[src/rtl/mips_ctrl_pkg.sv]
// Shared encodings for the multicycle MIPS control path: FSM states,
// opcodes (common with the single-cycle decoder) and datapath select codes.
package mips_ctrl_pkg;

  typedef enum logic [3:0] {
    ST_FETCH  = 4'd0,
    ST_DECODE = 4'd1,
    ST_MEMADR = 4'd2,
    ST_MEMRD  = 4'd3,
    ST_MEMWB  = 4'd4,
    ST_MEMWR  = 4'd5,
    ST_RTEX   = 4'd6,
    ST_RTWB   = 4'd7,
    ST_IMMEX  = 4'd8,
    ST_IMMWB  = 4'd9,
    ST_BRANCH = 4'd10,
    ST_JUMP   = 4'd11,
    ST_TRAP   = 4'd12
  } state_t;

  localparam logic [5:0] OP_RTYPE = 6'b000000;
  localparam logic [5:0] OP_J     = 6'b000010;
  localparam logic [5:0] OP_BEQ   = 6'b000100;
  localparam logic [5:0] OP_BNE   = 6'b000101;
  localparam logic [5:0] OP_ADDI  = 6'b001000;
  localparam logic [5:0] OP_SLTI  = 6'b001010;
  localparam logic [5:0] OP_ANDI  = 6'b001100;
  localparam logic [5:0] OP_ORI   = 6'b001101;
  localparam logic [5:0] OP_XORI  = 6'b001110;
  localparam logic [5:0] OP_LW    = 6'b100011;
  localparam logic [5:0] OP_SW    = 6'b101011;

  localparam logic [1:0] ALUOP_ADD   = 2'b00;
  localparam logic [1:0] ALUOP_SUB   = 2'b01;
  localparam logic [1:0] ALUOP_FUNCT = 2'b10;
  localparam logic [1:0] ALUOP_IMM   = 2'b11;

  localparam logic [1:0] PCSRC_ALU    = 2'b00;
  localparam logic [1:0] PCSRC_ALUOUT = 2'b01;
  localparam logic [1:0] PCSRC_JUMP   = 2'b10;

  localparam logic [1:0] SRCB_REG     = 2'b00;
  localparam logic [1:0] SRCB_FOUR    = 2'b01;
  localparam logic [1:0] SRCB_IMM     = 2'b10;
  localparam logic [1:0] SRCB_IMM_SH2 = 2'b11;

  // Immediate-group ALU instructions that write rt.
  function automatic logic is_imm_op(input logic [5:0] op);
    return (op == OP_ADDI) || (op == OP_SLTI) || (op == OP_ANDI) ||
           (op == OP_ORI)  || (op == OP_XORI);
  endfunction

  // Logical immediates take a zero-extended operand.
  function automatic logic is_logic_imm(input logic [5:0] op);
    return (op == OP_ANDI) || (op == OP_ORI) || (op == OP_XORI);
  endfunction

endpackage

[src/rtl/mc_ctrl_outputs.sv]
// Combinational map from FSM state (plus opcode, memory ready and reset)
// to every datapath strobe and mux select.
module mc_ctrl_outputs
  import mips_ctrl_pkg::*;
(
  input  state_t      i_state,
  input  logic [5:0]  i_opcode,
  input  logic        i_mem_ready,
  input  logic        i_rst,
  output logic        o_pc_write,
  output logic        o_branch_beq,
  output logic        o_branch_bne,
  output logic [1:0]  o_pc_src,
  output logic        o_iord,
  output logic        o_mem_read,
  output logic        o_mem_write,
  output logic        o_ir_write,
  output logic        o_reg_write,
  output logic        o_reg_dst,
  output logic        o_memto_reg,
  output logic        o_alu_src_a,
  output logic [1:0]  o_alu_src_b,
  output logic        o_zero_ext,
  output logic [1:0]  o_alu_op
);

  // Moore decode of the state; reset masks all strobes and parks the
  // selects at their FETCH values.
  always_comb begin
    o_pc_write   = 1'b0;
    o_branch_beq = 1'b0;
    o_branch_bne = 1'b0;
    o_pc_src     = PCSRC_ALU;
    o_iord       = 1'b0;
    o_mem_read   = 1'b0;
    o_mem_write  = 1'b0;
    o_ir_write   = 1'b0;
    o_reg_write  = 1'b0;
    o_reg_dst    = 1'b0;
    o_memto_reg  = 1'b0;
    o_alu_src_a  = 1'b0;
    o_alu_src_b  = SRCB_REG;
    o_zero_ext   = 1'b0;
    o_alu_op     = ALUOP_ADD;
    if (i_rst) begin
      o_alu_src_b = SRCB_FOUR;
    end else begin
      unique case (i_state)
        ST_FETCH: begin
          o_mem_read  = 1'b1;
          o_alu_src_b = SRCB_FOUR;
          o_ir_write  = i_mem_ready;
          o_pc_write  = i_mem_ready;
        end
        ST_DECODE: o_alu_src_b = SRCB_IMM_SH2;
        ST_MEMADR: begin
          o_alu_src_a = 1'b1;
          o_alu_src_b = SRCB_IMM;
        end
        ST_MEMRD: begin
          o_iord     = 1'b1;
          o_mem_read = 1'b1;
        end
        ST_MEMWB: begin
          o_reg_write = 1'b1;
          o_memto_reg = 1'b1;
        end
        ST_MEMWR: begin
          o_iord      = 1'b1;
          o_mem_write = 1'b1;
        end
        ST_RTEX: begin
          o_alu_src_a = 1'b1;
          o_alu_op    = ALUOP_FUNCT;
        end
        ST_RTWB: begin
          o_reg_write = 1'b1;
          o_reg_dst   = 1'b1;
        end
        ST_IMMEX: begin
          o_alu_src_a = 1'b1;
          o_alu_src_b = SRCB_IMM;
          o_alu_op    = ALUOP_IMM;
          o_zero_ext  = is_logic_imm(i_opcode);
        end
        ST_IMMWB: o_reg_write = 1'b1;
        ST_BRANCH: begin
          o_alu_src_a  = 1'b1;
          o_alu_op     = ALUOP_SUB;
          o_pc_src     = PCSRC_ALUOUT;
          o_branch_beq = (i_opcode == OP_BEQ);
          o_branch_bne = (i_opcode == OP_BNE);
        end
        ST_JUMP: begin
          o_pc_src   = PCSRC_JUMP;
          o_pc_write = 1'b1;
        end
        default: ;
      endcase
    end
  end

endmodule

[src/rtl/multicycle_controller.sv]
// Multicycle MIPS sequencing FSM: state register, next-state logic and
// sticky illegal-opcode flag; output decode lives in mc_ctrl_outputs.
module multicycle_controller
  import mips_ctrl_pkg::*;
(
  input  logic        i_clk,
  input  logic        i_rst,
  input  logic [5:0]  i_opcode,
  input  logic        i_mem_ready,
  output logic        o_pc_write,
  output logic        o_branch_beq,
  output logic        o_branch_bne,
  output logic [1:0]  o_pc_src,
  output logic        o_iord,
  output logic        o_mem_read,
  output logic        o_mem_write,
  output logic        o_ir_write,
  output logic        o_reg_write,
  output logic        o_reg_dst,
  output logic        o_memto_reg,
  output logic        o_alu_src_a,
  output logic [1:0]  o_alu_src_b,
  output logic        o_zero_ext,
  output logic [1:0]  o_alu_op,
  output logic        o_illegal,
  output logic [3:0]  o_state
);

  state_t r_state;
  state_t w_next;
  logic   r_illegal;

  // State register and sticky illegal flag, set on entry to TRAP.
  always_ff @(posedge i_clk) begin
    if (i_rst) begin
      r_state   <= ST_FETCH;
      r_illegal <= 1'b0;
    end else begin
      r_state <= w_next;
      if (w_next == ST_TRAP) r_illegal <= 1'b1;
    end
  end

  // Next-state selection; memory states stall until i_mem_ready.
  always_comb begin
    w_next = r_state;
    unique case (r_state)
      ST_FETCH:  if (i_mem_ready) w_next = ST_DECODE;
      ST_DECODE: begin
        if (i_opcode == OP_LW || i_opcode == OP_SW)        w_next = ST_MEMADR;
        else if (i_opcode == OP_RTYPE)                     w_next = ST_RTEX;
        else if (is_imm_op(i_opcode))                      w_next = ST_IMMEX;
        else if (i_opcode == OP_BEQ || i_opcode == OP_BNE) w_next = ST_BRANCH;
        else if (i_opcode == OP_J)                         w_next = ST_JUMP;
        else                                               w_next = ST_TRAP;
      end
      ST_MEMADR: w_next = (i_opcode == OP_SW) ? ST_MEMWR : ST_MEMRD;
      ST_MEMRD:  if (i_mem_ready) w_next = ST_MEMWB;
      ST_MEMWB:  w_next = ST_FETCH;
      ST_MEMWR:  if (i_mem_ready) w_next = ST_FETCH;
      ST_RTEX:   w_next = ST_RTWB;
      ST_RTWB:   w_next = ST_FETCH;
      ST_IMMEX:  w_next = ST_IMMWB;
      ST_IMMWB:  w_next = ST_FETCH;
      ST_BRANCH: w_next = ST_FETCH;
      ST_JUMP:   w_next = ST_FETCH;
      ST_TRAP:   w_next = ST_TRAP;
      default:   w_next = ST_TRAP;
    endcase
  end

  assign o_illegal = r_illegal;
  assign o_state   = r_state;

  mc_ctrl_outputs u_outputs (
    .i_state      (r_state),
    .i_opcode     (i_opcode),
    .i_mem_ready  (i_mem_ready),
    .i_rst        (i_rst),
    .o_pc_write   (o_pc_write),
    .o_branch_beq (o_branch_beq),
    .o_branch_bne (o_branch_bne),
    .o_pc_src     (o_pc_src),
    .o_iord       (o_iord),
    .o_mem_read   (o_mem_read),
    .o_mem_write  (o_mem_write),
    .o_ir_write   (o_ir_write),
    .o_reg_write  (o_reg_write),
    .o_reg_dst    (o_reg_dst),
    .o_memto_reg  (o_memto_reg),
    .o_alu_src_a  (o_alu_src_a),
    .o_alu_src_b  (o_alu_src_b),
    .o_zero_ext   (o_zero_ext),
    .o_alu_op     (o_alu_op)
  );

endmodule

[config.mk]
export PLATFORM = sky130hd
export DESIGN_NAME = multicycle_controller
export DESIGN_NICKNAME = d
export VERILOG_FILES = /design/src/rtl/mips_ctrl_pkg.sv /design/src/rtl/mc_ctrl_outputs.sv /design/src/rtl/multicycle_controller.sv
export SDC_FILE = /design/constraint.sdc
export NUM_CORES = 1
export LEC_CHECK = 0
export ABC_AREA = 1
export CORE_AREA = 5 5 44 46
export CTS_BUF_LIST = sky130_fd_sc_hd__clkbuf_16
export DETAILED_ROUTE_END_ITERATION = 10
export DIE_AREA = 0 0 49 51
export HOLD_SLACK_MARGIN = 0.03
export PLACE_DENSITY = 0.8
export RECOVER_POWER = 50
export SYNTH_ARGS = -nofsm -noshare
export SYNTH_HDL_FRONTEND = slang
export SYNTH_SLANG_ARGS = --single-unit
[constraint.sdc]
create_clock -name i_clk -period 1.95 [get_ports i_clk]
set_clock_uncertainty 0.05 [all_clocks]
set_input_delay 0.195 -clock i_clk [delete_from_list [all_inputs] [get_ports i_clk]]
set_output_delay 0.195 -clock i_clk [all_outputs]
set_load 0.01 [all_outputs]
==> impl_metrics.ini, run 1 <==
[timing]
relSlewSlack_pct = 81.9
worst_slack_ns = 0.0795
slew_violations = 0
setup_viol = 0
timing.final.crit_period_ns = 1.87
fin_crit_sh_pct = 95.9
timing_hold_violations_final = 0
fmax_mhz = 535
tightestPinTransition_ns = 0.272
rsz0062_at_grt = false

[layout]
fin_area_um2 = 1110
fillerInstances = 124
areaGrowthSynthToFinish_pct = 98.0
antennaDiodeCount = 0
final_nets = 160
drive_above_1_share_pct = 26.0

[place]
post-dp-hpwl_um = 1630
place_congestion = 0.855
place_area_um2 = 986
port_buffers = 31
place_ws_ns = -0.0918

[worst_setup_path]
critPathLaunchType = flop
worstPathCellList = inv_1 -> nor2_2 -> nand2_2 -> nor2_2 -> buf_4 -> clkdlybuf4s50_1
critPathRequiredTime_ns = 1.70
reg2reg_from = o_state[3]
slowest_stage = clkdlybuf4s50_1
startpoint = o_state[3]
critPathMaxFanout = 6
path_common_cell = nor2_2
arrival_ns = 1.63
end_kind = output port
critical_path_class = reg2out
max_stage_delay_ns = 0.52

[synth]
synth-edff-count = 0
synthArstFlopShare_pct = 0
syn_area_um2 = 562
synth_warnings = 0
syn_area_per_cell_um2 = 5.45
ys.flop_type = dfxtp_1
yosysTopAreaCell = dfxtp_1
ys_seq_elements = 5
synthTopCellsByCount = nor2_1, nand2_1, inv_1, nand3_1, dfxtp_1
seq_area_frac_synth_pct = 17.8
syn_inst = 103
synth_nets = 112
synthTopCellsByArea = dfxtp_1, nor2_1, nand2_1, nand3_1, inv_1
synth.most_common_cell = nor2_1
yosysUniqueCellTypes = 23
yosys.area.top_type_share_pct = 17.8

[clocking]
clk_pin_slew_worst_paths_ns = 0.03
cts_hold_buf = 0
cts_made_buffers = 3
cts.sinks = 5
clk_latency_ns = 0.22
clock_path_buffers = 2
cts_root_buf = clkbuf_16
htree_levels = 1
postCtsSetupRepairBufs = 0
cts_tree = done

[global_route]
track_usage_pct = 16.9
grt_pass1_wl_um = 3440
overflow = 0
grt_max_degree = 12
first_global_vias = 818
antenna_found_initial = 0

[detailed_routing]
viasPerCell = 5.14
first_iter_violations = 14
ant_nets = 0
routed_wl_um = 2060
vias = 854
wire_per_inst_um = 12.4
drc_errors = 0
drtPass1Iterations = 4

[floorplanning]
die_h_um = 51
ioPinCount = 32
initial_utilization_pct = 38.2
core_um2 = 1470
dieArea_um2 = 2500
die_x_um = 49
rows = 14

[power]
peakVddDrop_mv = 0.389
p_per_area_nw_per_um2 = 740
p_leak_uw = 0.000607

[worst_hold_path]
hold_path.class = reg2reg
hold_path_startpoint = o_illegal

[run_status]
run_status = finished clean

[flow_run]
drv_cap = 0
## sequential cells by signal, indices dropped and copies added (netlist names)
name       cells
o_illegal      1
o_state        4
## per-stage QoR
| step | util [%] | cells | hold slack (ns) | power (uW) | TNS (ns) |
|---|---|---|---|---|---|
| finish | 75.6 | 166 | 0.410 | 823 | 0 |
| global route | 75.6 | 166 | 0.424 | 878 | 0 |
| CTS | 73.0 | 166 | 0.412 | 820 | 0 |
| detailed placement | 67.0 | 162 | 0.406 | 486 | -0.341 |
| global placement | 67.0 | 162 | 0.398 | 479 | -0.0915 |
| floorplan | - | 103 | 0.399 | 309 | 0 |
## cell usage in the layout, fill, tap and decap left out, drive strengths merged, types with 4 or more instances in the layout
cell type	n
clkdlybuf4s50	9
dfxtp	5
clkbuf	5
buf	12
a21oi	4
dlygate4sd2	10
nand3	11
dlygate4sd3	6
nor2	28
inv	17
nand2	21
## cells by family (layout without fill, tap and decap cells)
| kind of cell | count (synthesis) | in the layout | synth area share [%] |
|---|---|---|---|
| DFF | 5 | 5 | 17.8 |
| and+or+nand+nor | 67 | 67 | 54.8 |
| buffers and inverters | 17 | 64 | 11.4 |
| AOI/OAI and AO/OA | 14 | 14 | 16.0 |
## critical path, delay by kind of cell, from the launching register on
family                 cells  cell delay (ns)
DFF                        1             0.32
and+or+nand+nor            3             0.38
buffers and inverters      3             0.70
## area by class of cell
type | instances | area [um2] | share of cell area [%]
multi-input cells | 81 | 450 | 40.5
repair buffers | 44 | 397 | 35.7
flip-flops and latches | 5 | 106 | 9.56
clock buffers | 3 | 75.1 | 6.75
inverters | 16 | 60.1 | 5.40
well taps | 16 | 20.0 | 1.80
clock inverters | 1 | 3.75 | 0.337
## routing by layer
| metal | track usage, % | up-vias | share of wire, % |
|---|---|---|---|
| met2 | 33.3 | 30 | 54 |
| met5 | 0 | - | 0 |
| met4 | 4.04 | 0 | 0.73 |
| li1 | - | 434 | - |
| met1 | 16.8 | 388 | 39 |
| met3 | 6.10 | 2 | 6.3 |
## report_power, final
part | total [uW] | internal (uW) | switching [uW]
clock network | 329 | 265 | 63.5
logic | 352 | 152 | 200
registers | 143 | 122 | 21.7
## final timing paths
path | end | slack, ns | cells after the start
setup / recovery | o_alu_op[0] | 0.08 | 6
hold / removal | o_illegal | 0.41 | 2
setup reg to reg | o_illegal | 0.56 | 9
hold reg to reg | o_illegal | 0.41 | 2
## timing repair
action / CTS / global route
endpoints found under the setup margin: 15 / 6
pin swaps: 0 / 2
resized for setup: 17 / 17
(Power assumes the default switching activity.)
==> run 2, diff against run 1 <==
--- a/config.mk
+++ b/config.mk
@@ -6,6 +6,7 @@
 export NUM_CORES = 1
 export LEC_CHECK = 0
 export ABC_AREA = 1
+export CAP_MARGIN = 10
 export CORE_AREA = 5 5 44 46
 export CTS_BUF_LIST = sky130_fd_sc_hd__clkbuf_16
 export DETAILED_ROUTE_END_ITERATION = 10
@@ -13,6 +14,7 @@
 export HOLD_SLACK_MARGIN = 0.03
 export PLACE_DENSITY = 0.8
 export RECOVER_POWER = 50
+export SLEW_MARGIN = 25
 export SYNTH_ARGS = -nofsm -noshare
 export SYNTH_HDL_FRONTEND = slang
 export SYNTH_SLANG_ARGS = --single-unit
==> results of run 2 <==
No change in the layout: final DEF, timing and power equal those of run 1.
